$ cat config.mk
export PLATFORM = sky130hd
export DESIGN_NAME = regfile_wb_arbiter
export DESIGN_NICKNAME = d
export VERILOG_FILES = /design/src/rtl/regfile_wb_arbiter.sv
export SDC_FILE = /design/constraint.sdc
export NUM_CORES = 1
export LEC_CHECK = 0
export CELL_PAD_IN_SITES_DETAIL_PLACEMENT = 1
export CELL_PAD_IN_SITES_GLOBAL_PLACEMENT = 1
export CORE_ASPECT_RATIO = 1.5
export CORE_MARGIN = 1
export CORE_UTILIZATION = 26
export CTS_BUF_LIST = sky130_fd_sc_hd__clkbuf_16
export DETAILED_ROUTE_END_ITERATION = 16
export GPL_TIMING_DRIVEN = 1
export PLACE_DENSITY_LB_ADDON = 0.1
export SYNTH_ARGS = -nofsm -noshare
export SYNTH_HDL_FRONTEND = slang
export SYNTH_SLANG_ARGS = --single-unit
$ cat constraint.sdc
create_clock -name hclk -period 3.2 [get_ports hclk]
set_input_delay 0.64 -clock hclk [delete_from_list [all_inputs] [get_ports hclk]]
set_output_delay 0.64 -clock hclk [all_outputs]
set_load 0.02 [all_outputs]
$ cat src/rtl/regfile_wb_arbiter.sv
// Round-robin arbiter sharing the regfile write port among writeback sources.
// Optional same-cycle forwarding of the committed write: REGFILE_WB_BYPASS_EN.
module regfile_wb_arbiter #(
  parameter int NUM_REQ = 3,
  parameter int ADDR_W  = 5,
  parameter int DATA_W  = 32,
  parameter int CNT_W   = 16
) (
  input  logic                         hclk,
  input  logic                         hrstn,
  input  logic [NUM_REQ-1:0]           req_valid,
  input  logic [NUM_REQ*ADDR_W-1:0]    req_addr,
  input  logic [NUM_REQ*DATA_W-1:0]    req_data,
  output logic [NUM_REQ-1:0]           req_ready,
  input  logic                         wb_stall,
  output logic                         reg_wen,
  output logic [ADDR_W-1:0]            reg_waddr,
  output logic [DATA_W-1:0]            reg_wdata,
  output logic [$clog2(NUM_REQ)-1:0]   wb_grant_id,
`ifdef REGFILE_WB_BYPASS_EN
  input  logic [ADDR_W-1:0]            fwd_raddr_1,
  input  logic [ADDR_W-1:0]            fwd_raddr_2,
  output logic                         fwd_hit_1,
  output logic                         fwd_hit_2,
  output logic [DATA_W-1:0]            fwd_data_1,
  output logic [DATA_W-1:0]            fwd_data_2,
`endif
  output logic [CNT_W-1:0]             wb_count
);

  localparam int IDX_W = $clog2(NUM_REQ);

  logic [IDX_W-1:0]  rr_ptr;
  logic [IDX_W-1:0]  grant_idx;
  logic              granted;
  logic              found;
  logic [IDX_W-1:0]  cand;
  logic [ADDR_W-1:0] sel_addr;
  logic [DATA_W-1:0] sel_data;

  // Scan from rr_ptr upward, wrapping at NUM_REQ.
  always_comb begin
    found     = 1'b0;
    grant_idx = '0;
    cand      = '0;
    for (int k = 0; k < NUM_REQ; k++) begin
      cand = IDX_W'((int'(rr_ptr) + k) % NUM_REQ);
      if (!found && req_valid[cand]) begin
        found     = 1'b1;
        grant_idx = cand;
      end
    end
    granted = found & ~wb_stall & hrstn;
  end

  always_comb begin
    req_ready = '0;
    sel_addr  = '0;
    sel_data  = '0;
    for (int k = 0; k < NUM_REQ; k++) begin
      if (IDX_W'(k) == grant_idx) begin
        req_ready[k] = granted;
        sel_addr     = req_addr[k*ADDR_W +: ADDR_W];
        sel_data     = req_data[k*DATA_W +: DATA_W];
      end
    end
  end

  always_ff @(posedge hclk or negedge hrstn) begin
    if (!hrstn) begin
      rr_ptr      <= '0;
      reg_wen     <= 1'b0;
      reg_waddr   <= '0;
      reg_wdata   <= '0;
      wb_grant_id <= '0;
      wb_count    <= '0;
    end else begin
      reg_wen <= 1'b0;
      if (granted) begin
        rr_ptr      <= (grant_idx == IDX_W'(NUM_REQ-1)) ?
                       '0 : grant_idx + 1'b1;
        reg_waddr   <= sel_addr;
        reg_wdata   <= sel_data;
        wb_grant_id <= grant_idx;
        reg_wen     <= (sel_addr != '0);
        // x0 writes take the turn but never count.
        if (sel_addr != '0 && wb_count != '1)
          wb_count <= wb_count + 1'b1;
      end
    end
  end

`ifdef REGFILE_WB_BYPASS_EN
  assign fwd_hit_1  = reg_wen & (fwd_raddr_1 == reg_waddr) &
                      (fwd_raddr_1 != '0);
  assign fwd_hit_2  = reg_wen & (fwd_raddr_2 == reg_waddr) &
                      (fwd_raddr_2 != '0);
  assign fwd_data_1 = fwd_hit_1 ? reg_wdata : '0;
  assign fwd_data_2 = fwd_hit_2 ? reg_wdata : '0;
`endif

endmodule

==> run metrics <==
Post-synth EDFFs 0; CTS tree done; Final Hold Fails 0; Ys Warns 0; post-route minimum period 3.23 ns; startpoint types input pin; number of H-tree levels 3; Crit Path Max Fanout 10; Hold Path Stages 1; register-to-register path setup slack -0.02 ns; Antenna diodes 0; clock-pin slew of the registers on the worst-case setup and hold paths 0.05 ns; iteration-0 DRC count of the detailed router 102; R2R depth 11; Pleak 2.81 nW; gr ovfl total 0; DRC viols 0; Cell Rows 50; Worst R2R Start rr_ptr[0]$_DFFE_PN0P_; Synth async-reset ratio 100%; wire length per cell 18.1 um; RSZ-0062 raised after global routing yes; Filler Cell Count 1,435; maximum number of pins on one net before global-route repair 59; All-Layer GR Usage 20.0%; DP Worst Slack -0.609 ns; layout cells sized above 1 20.9%; post-synth top area cell dfrtp_1; CP endpoint kind flip-flop; critical path required time 3.41 ns; final worst slack -0.0252 ns; CORE AREA 0.0126 mm2; Die H 142 um; Nets 716; worst skew pair latency 0.33 ns; DR vias/cell 5.07; synthesized cell area 0.00341 mm2; die width 95.5 um; CP Capture Point wb_count[12]$_DFFE_PN0P_; clock buffer count from CTS 9; outcome finished, violations left; Yosys cell types 48; final setup vio count 1; most frequent cells in the layout clkdlybuf4s50_1 (169), nand2_1 (74), dfrtp_1 (57), buf_4 (42); num ports 176; routed via count 3,828; port bufs 175; clock sink total 58; type of the most critical hold path flip-flop to flip-flop; failing checks setup timing; f_max 0.310 GHz; Synth area leaders dfrtp_1 (43%), a311oi_1 (8.7%), a21o_1 (8.4%), nand2_1 (8.3%), nor2_1 (4.5%); headroom to the max-slew limit 47.2%; first-pass GRT wire length 20,600 um; root buf cell clkbuf_16; deepest clock path buffer count 2; starting density of the core 27.0%; reg2reg end wb_count[12]$_DFFE_PN0P_; ratio of final minimum period to clock period 101%; Synth Area per Inst 8.95 um2; vias in the first global route 4,132; P&R area growth vs syn 84.6%; Mapped Cells 381; sequential-to-total area share from yosys stat 42.6%; Final Slew Violations 0; Net Count, Synth 503; post-synth top area share 42.6%; Max-Cap Viols 0; worst-margin pin slew 0.792 ns; Fin Setup TNS -0.0252 ns; WHS 0.471 ns; GPL Wtd Cong 0.836; Top FF cell, synth dfrtp_1; HPWL after detailed placement 9860 um; total wire length 13,700 um; die footprint 0.0136 mm2; Final Non-Filler Cells 755; commonest non-fill, non-tap cell in the layout clkdlybuf4s50_1; data arrival time of the worst path 3.44 ns; Final Util 49.8%; pwr/cell area 988 mW/mm2; Seq cells post-synth 58; Placed Instances 725; VDD IR-drop max 0.343 mV; critical path startpoint req_valid[2]; crit path kind input pin to flip-flop; clock skew 0.00842 ns; antenna violation net count after detailed routing 0; antenna violations before repair 0; DR pass1 iterations 4
## synthesized netlist by cell type (3+ instances only)
cell type  instances
a21o_1            38
clkbuf_1          18
a311oi_1          34
nand2_1           75
ha_1               5
nand3_1            9
a211oi_1          10
nor2b_1            3
mux2_2             6
inv_1              8
buf_1              5
nand4_1            3
dfrtp_1           58
a21oi_1            6
nor2_1            41
nor4_1             3
a2111oi_0          4
o21ai_0            4
nor3_1             5
xor2_1            12
## timing repair
action | in CTS | in global routing
buffers inserted | 6 | 7
gates resized for setup | 35 | 34
setup endpoints to repair | 18 | 16
hold buffers | 0 | 0
cloned | 1 | 0
pin swaps | 7 | 11
## where the power goes
group          switching [mW]  total [mW]  internal (mW)
Clock                   0.361       0.961          0.600
Combinational            2.14        4.03           1.89
Sequential              0.203        1.24           1.03
## worst max-delay path, stage by stage
cell and delay [ns]:
clkdlybuf4s50_1 0.43, mux2_4 0.28, a2bb2o_4 0.23, o31a_1 0.34
nor3_2 0.26, buf_4 0.17, buf_4 0.19, o31ai_4 0.13
a2111oi_1 0.38, mux2_2 0.37
## state kept, by name (all words and copies together) (netlist names)
| register | flops |
|---|---|
| reg_wdata | 32 |
| wb_count | 16 |
| reg_waddr | 5 |
| rr_ptr | 2 |
| wb_grant_id | 2 |
| reg_wen | 1 |
## through the flow
stage	instance area (um2)	power (mW)
4_1_cts	6080	6.00
3_5_place_dp	5610	4.77
6_report	6300	6.22
3_3_place_gp	5610	4.69
5_1_grt	6300	6.62
2_1_floorplan	3440	3.15
## routing by layer
metal / up-vias / track usage, % / part of all wire (%)
met3: 22 / 4.11 / 5.0
met5: - / 0 / 0
met4: 0 / 8.88 / 2.3
li1: 1806 / - / -
met2: 113 / 37.6 / 57
met1: 1887 / 20.7 / 36
## final cells by class
cell class	instances	area, um2	share of cell area [%]
inverter	8	30.0	0.477
multi-input combinational	289	2080	33.0
timing repair buffer	228	2250	35.7
clock buffer	9	225	3.58
sequential	58	1450	23.1
tap	156	195	3.10
clock inverter	7	70.1	1.11
## how the worst min path moves through the flow
stage                                      endpoint  slack [ns]                 startpoint
after floorplan            reg_waddr[0]$_DFFE_PN0P_        0.34                      hrstn
final                      reg_wdata[6]$_DFFE_PN0P_        0.47   reg_wdata[6]$_DFFE_PN0P_
after CTS                 reg_wdata[29]$_DFFE_PN0P_        0.48  reg_wdata[29]$_DFFE_PN0P_
after global placement    reg_wdata[25]$_DFFE_PN0P_        0.46  reg_wdata[25]$_DFFE_PN0P_
after detailed placement  reg_wdata[29]$_DFFE_PN0P_        0.46  reg_wdata[29]$_DFFE_PN0P_
after global routing      reg_wdata[29]$_DFFE_PN0P_        0.48  reg_wdata[29]$_DFFE_PN0P_
## logic make-up after synthesis
| family | after synthesis | synth area share [%] |
|---|---|---|
| XOR/XNOR | 13 | 3.34 |
| buffers and inverters | 34 | 4.04 |
| AO/OA/AOI/OAI | 111 | 25.8 |
| multiplexers | 10 | 3.45 |
| flip-flops | 58 | 42.6 |
| AND/OR/NAND/NOR | 150 | 19.0 |
| adder cells (fa/ha/maj) | 5 | 1.83 |
Note: power is estimated with default switching activity, not from simulation.
